===== src/rtl/multicycle_ctrl_pkg.sv =====
// ---------------------------------------------------------------------------
// multicycle_ctrl_pkg
// Shared definitions for the multicycle RV32I main controller: FSM state
// encoding, the opcodes it decodes and the mux/ALU select encodings it drives.
// ---------------------------------------------------------------------------
package multicycle_ctrl_pkg;

    typedef enum logic [3:0] {
        S_IDLE,
        S_FETCH,
        S_DECODE,
        S_MEMADR,
        S_MEMRD,
        S_MEMWB,
        S_MEMWR,
        S_EXECR,
        S_EXECI,
        S_ALUWB,
        S_JAL,
        S_BEQ,
        S_ILLEGAL,
        S_MEMERR
    } state_e;

    // Instr[6:0] opcodes
    localparam logic [6:0] OP_LW  = 7'b0000011;
    localparam logic [6:0] OP_SW  = 7'b0100011;
    localparam logic [6:0] OP_R   = 7'b0110011;
    localparam logic [6:0] OP_I   = 7'b0010011;
    localparam logic [6:0] OP_JAL = 7'b1101111;
    localparam logic [6:0] OP_BEQ = 7'b1100011;

    // ALUOp
    localparam logic [1:0] ALUOP_ADD   = 2'b00;
    localparam logic [1:0] ALUOP_SUB   = 2'b01;
    localparam logic [1:0] ALUOP_FUNCT = 2'b10;

    // ALUSrcA
    localparam logic [1:0] SRCA_PC    = 2'b00;
    localparam logic [1:0] SRCA_OLDPC = 2'b01;
    localparam logic [1:0] SRCA_RD1   = 2'b10;

    // ALUSrcB
    localparam logic [1:0] SRCB_RD2  = 2'b00;
    localparam logic [1:0] SRCB_IMM  = 2'b01;
    localparam logic [1:0] SRCB_FOUR = 2'b10;

    // ResultSrc
    localparam logic [1:0] RES_ALUOUT = 2'b00;
    localparam logic [1:0] RES_DATA   = 2'b01;
    localparam logic [1:0] RES_ALURES = 2'b10;

    // States that hold a memory access open and wait on MemReady.
    function automatic logic is_mem_wait(input state_e s);
        return (s == S_FETCH) || (s == S_MEMRD) || (s == S_MEMWR);
    endfunction

endpackage


===== src/rtl/multicycle_ctrl_mem_watchdog.sv =====
// ---------------------------------------------------------------------------
// multicycle_ctrl_mem_watchdog
// Counts consecutive stalled cycles of one memory access and flags expiry.
//   clk_i     clock, rising edge
//   rst_i     asynchronous active-high reset, clears the count
//   clr_i     clear the count (controller is changing state)
//   en_i      access is stalled this cycle (count it)
//   expire_o  this stalled cycle is the last one allowed; abort the access
// MEM_TIMEOUT = 0 disables expiry. The count saturates instead of wrapping.
// ---------------------------------------------------------------------------
module multicycle_ctrl_mem_watchdog #(
    parameter int unsigned MEM_TIMEOUT = 15,
    parameter int unsigned TW          = 4
) (
    input  logic clk_i,
    input  logic rst_i,
    input  logic clr_i,
    input  logic en_i,
    output logic expire_o
);

    localparam logic [TW-1:0] LastCnt = TW'((MEM_TIMEOUT == 0) ? 0 : MEM_TIMEOUT - 1);
    localparam logic [TW-1:0] CntMax  = '1;

    logic [TW-1:0] cnt_q, cnt_d;

    always_ff @(posedge clk_i or posedge rst_i) begin
        if (rst_i) begin
            cnt_q <= '0;
        end else begin
            cnt_q <= cnt_d;
        end
    end

    always_comb begin
        cnt_d = cnt_q;
        if (clr_i) begin
            cnt_d = '0;
        end else if (en_i && (cnt_q != CntMax)) begin
            cnt_d = cnt_q + TW'(1);
        end
    end

    assign expire_o = (MEM_TIMEOUT != 0) && en_i && (cnt_q == LastCnt);

endmodule


===== src/rtl/multicycle_ctrl.sv =====
// ---------------------------------------------------------------------------
// multicycle_ctrl
// Main control FSM of the multicycle RV32I core: fetch, decode, execute,
// memory and writeback over a shared memory and ALU, with MemReady stalls and
// a watchdog that aborts memory accesses that never complete.
//   CLK, RST            clock / asynchronous active-high reset (-> S_IDLE)
//   op                  Instr[6:0]
//   Zero                ALU zero flag (qualifies branches)
//   MemReady            memory finishes the current access this cycle
//   MemReq, MemWrite    memory access in progress / store
//   IRWrite, PCWrite    instruction+OldPC load / PC load
//   RegWrite            register-file write
//   AdrSrc, ALUSrcA/B, ALUOp, ResultSrc   datapath selects
//   Illegal, MemErr     one-cycle pulses: bad opcode / memory watchdog abort
// ---------------------------------------------------------------------------
module multicycle_ctrl
    import multicycle_ctrl_pkg::*;
#(
    parameter int unsigned MEM_TIMEOUT = 15,
    parameter int unsigned TW          = 4
) (
    input  logic       CLK,
    input  logic       RST,
    input  logic [6:0] op,
    input  logic       Zero,
    input  logic       MemReady,
    output logic       MemReq,
    output logic       IRWrite,
    output logic       PCWrite,
    output logic       RegWrite,
    output logic       MemWrite,
    output logic       AdrSrc,
    output logic [1:0] ALUSrcA,
    output logic [1:0] ALUSrcB,
    output logic [1:0] ALUOp,
    output logic [1:0] ResultSrc,
    output logic       Illegal,
    output logic       MemErr
);

    state_e state_q, state_d;
    logic   wd_expire;
    logic   pc_update;
    logic   branch;

    // Counter restarts whenever the FSM moves, so each access gets a full budget.
    multicycle_ctrl_mem_watchdog #(
        .MEM_TIMEOUT(MEM_TIMEOUT),
        .TW         (TW)
    ) u_watchdog (
        .clk_i   (CLK),
        .rst_i   (RST),
        .clr_i   (state_d != state_q),
        .en_i    (is_mem_wait(state_q) && !MemReady),
        .expire_o(wd_expire)
    );

    always_ff @(posedge CLK or posedge RST) begin
        if (RST) begin
            state_q <= S_IDLE;
        end else begin
            state_q <= state_d;
        end
    end

    // MemReady is checked before the watchdog so a late completion still wins.
    always_comb begin
        state_d = state_q;
        unique case (state_q)
            S_IDLE:   state_d = S_FETCH;
            S_FETCH: begin
                if (MemReady)       state_d = S_DECODE;
                else if (wd_expire) state_d = S_MEMERR;
            end
            S_DECODE: begin
                case (op)
                    OP_LW, OP_SW: state_d = S_MEMADR;
                    OP_R:         state_d = S_EXECR;
                    OP_I:         state_d = S_EXECI;
                    OP_JAL:       state_d = S_JAL;
                    OP_BEQ:       state_d = S_BEQ;
                    default:      state_d = S_ILLEGAL;
                endcase
            end
            S_MEMADR: state_d = (op == OP_LW) ? S_MEMRD : S_MEMWR;
            S_MEMRD: begin
                if (MemReady)       state_d = S_MEMWB;
                else if (wd_expire) state_d = S_MEMERR;
            end
            S_MEMWB:  state_d = S_FETCH;
            S_MEMWR: begin
                if (MemReady)       state_d = S_FETCH;
                else if (wd_expire) state_d = S_MEMERR;
            end
            S_EXECR:   state_d = S_ALUWB;
            S_EXECI:   state_d = S_ALUWB;
            S_ALUWB:   state_d = S_FETCH;
            S_JAL:     state_d = S_ALUWB;
            S_BEQ:     state_d = S_FETCH;
            S_ILLEGAL: state_d = S_FETCH;
            S_MEMERR:  state_d = S_FETCH;
            default:   state_d = S_IDLE;
        endcase
    end

    always_comb begin
        MemReq    = 1'b0;
        IRWrite   = 1'b0;
        pc_update = 1'b0;
        branch    = 1'b0;
        RegWrite  = 1'b0;
        MemWrite  = 1'b0;
        AdrSrc    = 1'b0;
        ALUSrcA   = SRCA_PC;
        ALUSrcB   = SRCB_RD2;
        ALUOp     = ALUOP_ADD;
        ResultSrc = RES_ALUOUT;
        Illegal   = 1'b0;
        MemErr    = 1'b0;
        unique case (state_q)
            S_FETCH: begin
                MemReq    = 1'b1;
                ALUSrcA   = SRCA_PC;
                ALUSrcB   = SRCB_FOUR;
                ALUOp     = ALUOP_ADD;
                ResultSrc = RES_ALURES;
                // IR and PC only load on the cycle the instruction word arrives.
                IRWrite   = MemReady;
                pc_update = MemReady;
            end
            S_DECODE: begin
                ALUSrcA = SRCA_OLDPC;
                ALUSrcB = SRCB_IMM;
                ALUOp   = ALUOP_ADD;
            end
            S_MEMADR: begin
                ALUSrcA = SRCA_RD1;
                ALUSrcB = SRCB_IMM;
                ALUOp   = ALUOP_ADD;
            end
            S_MEMRD: begin
                MemReq    = 1'b1;
                AdrSrc    = 1'b1;
                ResultSrc = RES_ALUOUT;
            end
            S_MEMWB: begin
                ResultSrc = RES_DATA;
                RegWrite  = 1'b1;
            end
            S_MEMWR: begin
                MemReq    = 1'b1;
                AdrSrc    = 1'b1;
                ResultSrc = RES_ALUOUT;
                MemWrite  = 1'b1;
            end
            S_EXECR: begin
                ALUSrcA = SRCA_RD1;
                ALUSrcB = SRCB_RD2;
                ALUOp   = ALUOP_FUNCT;
            end
            S_EXECI: begin
                ALUSrcA = SRCA_RD1;
                ALUSrcB = SRCB_IMM;
                ALUOp   = ALUOP_FUNCT;
            end
            S_ALUWB: begin
                ResultSrc = RES_ALUOUT;
                RegWrite  = 1'b1;
            end
            S_JAL: begin
                ALUSrcA   = SRCA_OLDPC;
                ALUSrcB   = SRCB_FOUR;
                ALUOp     = ALUOP_ADD;
                ResultSrc = RES_ALUOUT;
                pc_update = 1'b1;
            end
            S_BEQ: begin
                ALUSrcA   = SRCA_RD1;
                ALUSrcB   = SRCB_RD2;
                ALUOp     = ALUOP_SUB;
                ResultSrc = RES_ALUOUT;
                branch    = 1'b1;
            end
            S_ILLEGAL: Illegal = 1'b1;
            S_MEMERR:  MemErr  = 1'b1;
            default: ;
        endcase
    end

    assign PCWrite = pc_update | (branch & Zero);

endmodule

===== config.mk =====
export PLATFORM = sky130hd
export DESIGN_NAME = multicycle_ctrl
export DESIGN_NICKNAME = d
export VERILOG_FILES = /design/src/rtl/multicycle_ctrl_pkg.sv /design/src/rtl/multicycle_ctrl_mem_watchdog.sv /design/src/rtl/multicycle_ctrl.sv
export SDC_FILE = /design/constraint.sdc
export NUM_CORES = 1
export LEC_CHECK = 0
export ABC_AREA = 1
export CORE_UTILIZATION = 46
export CTS_BUF_LIST = sky130_fd_sc_hd__clkbuf_4 sky130_fd_sc_hd__clkbuf_8 sky130_fd_sc_hd__clkbuf_16
export CTS_CLUSTER_SIZE = 40
export DETAILED_ROUTE_END_ITERATION = 10
export PLACE_DENSITY = 0.89
export SLEW_MARGIN = 40
export SYNTH_ARGS = -nofsm -noshare
export SYNTH_HDL_FRONTEND = slang
export SYNTH_SLANG_ARGS = --single-unit

===== constraint.sdc =====
create_clock -name CLK -period 1.6 [get_ports CLK]
set_input_delay 0.32 -clock CLK [delete_from_list [all_inputs] [get_ports CLK]]
set_output_delay 0.32 -clock CLK [all_outputs]
set_load 0.01 [all_outputs]

==> results of run 1 <==
==> cells by family after synthesis <==
group | Yosys count | share of synthesized area
compound gates | 11 | 0.0725
xor+xnor | 2 | 0.0203
fa+ha+maj | 2 | 0.0290
buf+inv | 27 | 0.126
flops | 8 | 0.232
simple gates | 92 | 0.520
==> metrics by stage <==
stage          cell area [sq um]  TNS, ps   util  setup WS [ps]  instances
2_1_floorplan                863        0      -            198        142
3_3_place_gp                1380    -3220  0.793           -296        224
3_5_place_dp                1380    -4220  0.793           -358        224
4_1_cts                     1530    -1390  0.875           -170        236
==> metal layers <==
| metal | GRT overflow | GRT usage |
|---|---|---|
| met1 | 0 | 0.717 |
| met2 | 4 | 0.864 |
| met3 | 0 | 0.420 |
| met4 | 1 | 0.739 |
| met5 | 0 | 0 |
==> repair_timing <==
item,CTS
resized for setup,96
buffers inserted,9
setup endpoints to repair,20
pin swaps,15
==> results.yml, run 1 <==
synth:
  synth-main-ff-cell: "dfrtp_1"
  netlist_area_sq_um: 863
  synthDistinctLibCells: 21
  synthTopCellsByArea: "dfrtp_1 (23%), nand2_1 (17%), inv_1 (10%), nor2_1 (7.8%), nand3_1 (6.4%)"
  synth_edf_count: 0
  synth_top_area_cell: "dfrtp_1"
  netlist_instances: 142
  synth_async_sr_flop_share: 1.00
  syn_nets: 155
  yosysMostFrequentCell: "nand2_1"
  synth_seq_area_share: 0.232
  ys_ff_latch: 8
  synth_top_area_frac: 0.232
  yosys_warnings: 0
  syn_area_per_cell_sq_um: 6.08
  yosys-top-cells-count: "nand2_1 (39), inv_1 (24), nor2_1 (18), nand3_1 (11), dfrtp_1 (8)"
sta:
  endpoint_type: "sequential cell input"
  worst_endpoint: "u_watchdog.cnt_q[3]$_DFFE_PP0P_/D"
clocking:
  clkSinkCount: 8
  cts_root_buf: "clkbuf_4"
  htree_levels: 1
  cts_buffers: 3
  cts.path.max_buffers: 2
  hold_buffers: 0
die:
  pin_count: 27
  row_count: 15
  fp.dieH_um: 45.3
  fp.dieW_um: 45.3
  start_util: 0.495
place:
  hpwlAfterDp_mm: 2.35
  gp_congestion: 0.916
  port_buffers: 26
status:
  error: "[ERROR GRT-0232] Routing congestion too high. Check the congestion heatmap in the GUI."
  status: "did not finish"
  haltStage: "global routing"
grt:
  grt_start_max_net_pins: 9
  grt_overflow_total: 5
  grt.total_usage: 0.679
==> run 2, diff against run 1 <==
Settings changed: CORE_AREA set to 2 2 63 65, CORE_UTILIZATION 46 to not set, CTS_BUF_LIST sky130_fd_sc_hd__clkbuf_4 sky130_fd_sc_hd__clkbuf_8 sky130_fd_sc_hd__clkbuf_16 to not set, CTS_CLUSTER_SIZE 40 to not set, DIE_AREA set to 0 0 65 67, PLACE_DENSITY 0.89 to not set, PLACE_DENSITY_LB_ADDON set to 0.15.
==> run 2 against run 1 <==
  * The flow now finishes, with violations (setup timing)
  * Synthesized cell count unchanged
  * Synthesized area unchanged
==> results.yml, run 2 <==
clocking:
  cts_tree: "yes"
  htree_levels: 1
  hold_buffers: 0
  cts.path.max_buffers: 2
  cts_buffers: 3
  clk_pin_slew_ps: 40
  insertion_delay_ps: 220
  clkSinkCount: 8
  cts_root_buf: "clkbuf_8"
critical_path:
  worstRegToRegCells: 11
  critPathRequiredTime_ps: 1280
  crit_type: "flop to primary output"
  end_kind: "primary output"
  crit_slowest_cell: "dfrtp_2"
  critPathMaxFanout: 4
  r2r-start: "state_q[3]"
  crit_arrival_ps: 1340
  startpoint_type: "flop"
  path_buf_inv: 2
  r2r_slack_ps: -50
  crit_chain: "buf_6 -> nor2_4 -> nand2_1 -> nand2_2 -> clkdlybuf4s15_2"
  critical-path-top-delay-family: "flip-flops"
  reg2reg_to: "u_watchdog.cnt_q[1]"
  slowest_delay_ps: 420
synth:
  yosysMostFrequentCell: "nand2_1"
  synthDistinctLibCells: 21
  synth_top_area_frac: 0.232
  synth_top_area_cell: "dfrtp_1"
  synth_seq_area_share: 0.232
  synth-main-ff-cell: "dfrtp_1"
  yosys_warnings: 0
  syn_nets: 155
  synthTopCellsByArea: "dfrtp_1 (23%), nand2_1 (17%), inv_1 (10%), nor2_1 (7.8%), nand3_1 (6.4%)"
  netlist_instances: 142
  syn_area_per_cell_sq_um: 6.08
  netlist_area_sq_um: 863
  synth_edf_count: 0
  yosys-top-cells-count: "nand2_1 (39), inv_1 (24), nor2_1 (18), nand3_1 (11), dfrtp_1 (8)"
  ys_ff_latch: 8
  synth_async_sr_flop_share: 1.00
route:
  vias_per_cell: 4.29
  num_vias: 1179
  drt_iter0_drc: 44
  wl_per_cell_um: 11.2
  ant_nets: 0
  drc_errors: 0
  drt-pass1-iter-count: 4
  postRouteWirelength_mm: 3.07
status:
  status: "finished, violations left"
  violations: "setup timing"
power:
  p_leak_nw: 0.983
  p_int_mw: 1.58
  power_frac_clock: 0.076
  power-per-cell-area_nw_per_um2: 1620
  irDropWorstVdd_v: 0.000794
  power.switching_mw: 1.40
  seq_power_share: 0.119
  swShare: 0.469
  comb_power_share: 0.805
sta:
  setup_viol: 11
  finalMaxSlewViolations: 0
  worst_slack_ps: -60.7
  rsz0062_at_grt: "yes"
  worst_slew_pin_slew_ps: 289
  min_period_ps: 1660
  max_freq_mhz: 602
  layout_worst_path_cycle_share: 1.04
  hold_violations: 0
  hold_slack_ps: 338
  slew_headroom: 0.807
  fin_worst_skew_ps: 3.76
place:
  port_buffers: 26
  gp_congestion: 0.858
  hpwlAfterDp_mm: 2.31
  place_area_sq_um: 1470
  post-place-ws_ps: -360
flow_run:
  cap_viol_max_count: 0
cells_and_area:
  final_area_sq_um: 1850
  top_regs: "state_q x4, u_watchdog.cnt_q x4"
  num-nets-final: 242
  final_cell_mix: "buf_4 (49), nand2_1 (22), inv_1 (17), nand2_2 (17), buf_2 (14)"
  area_delta_synth_final_pct: 114
  drive_above_1_share: 0.652
  final_common_cell: "buf_4"
  diodes: 0
die:
  core_sq_um: 3610
  fp.dieH_um: 67
  pin_count: 27
  dieArea_sq_um: 4360
  start_util: 0.239
  row_count: 22
  fp.dieW_um: 65
grt:
  grt.total_usage: 0.145
  grt_start_max_net_pins: 9
  grt_overflow_total: 0
  grt_pass1_vias: 1172
  grt_antenna_before_repair: 0
  grt_pass1_wl_mm: 4.99
min_path:
  hp-class: "input port to asynchronous set/reset pin"
run 2: cell families after synthesis:
group,after synthesis,synth area share
XOR/XNOR,2,0.0203
AO/OA/AOI/OAI,11,0.0725
adder cells (fa/ha/maj),2,0.0290
AND/OR/NAND/NOR,92,0.520
buffers and inverters,27,0.126
flip-flops,8,0.232
run 2: final cells by class:
class | instances | area, sq um
flip-flops and latches | 8 | 205
clock buffers | 3 | 41.3
well taps | 48 | 60.1
fillers | 358 | 1760
repair buffers | 83 | 652
multi-input cells | 107 | 785
inverters | 26 | 103
run 2: per-layer routing:
layer | wire length (um) | global-route usage
met5 | 0 | 0
met4 | 14 | 0.00798
met2 | 1610 | 0.291
met3 | 112 | 0.0135
met1 | 1340 | 0.172
run 2: through the flow:
step / utilization / std cells / TNS (ps) / power, mW
2_1_floorplan: - / 142 / 0 / 1.15
3_3_place_gp: 0.408 / 255 / -4330 / 2.04
3_5_place_dp: 0.408 / 255 / -4480 / 2.06
4_1_cts: 0.497 / 271 / -517 / 2.86
5_1_grt: 0.512 / 275 / -1440 / 3.19
6_report: 0.512 / 275 / -351 / 2.98
run 2: what timing repair did:
item,in CTS,in global routing
pin swaps,19,21
setup endpoints to repair,20,22
resized for setup,122,26
gates cloned,0,0
buffers inserted,13,4
run 2: worst max-delay path by stage:
stage / end / from / depth (start not counted)
after CTS: PCWrite / state_q[2] / 6
after global placement: PCWrite / state_q[1] / 5
after floorplan: PCWrite / state_q[3] / 6
after global routing: u_watchdog.cnt_q[1] / state_q[3] / 11
final: ALUOp[1] / state_q[3] / 5
after detailed placement: PCWrite / state_q[1] / 5
run 2: power by group through the flow:
stage / Combinational (mW) / Clock (mW) / Sequential [mW]
finish: 2.40 / 0.227 / 0.356
global route: 2.58 / 0.252 / 0.360
CTS: 2.27 / 0.235 / 0.351
detailed placement: 1.71 / 0 / 0.347
global placement: 1.69 / 0 / 0.347
floorplan: 0.839 / 0 / 0.309
run 2: worst reg2reg max path: stages (launching register included):
cell and delay, ps:
dfrtp_2 420, buf_6 130, nor2_4 160, nand2_2 90, buf_6 140, nand2_4 50
nand2_2 60, nand3_2 100, nand3_2 100, nand2_2 100, nand3_4 90, nor3_2 120
(Power assumes the default switching activity.)
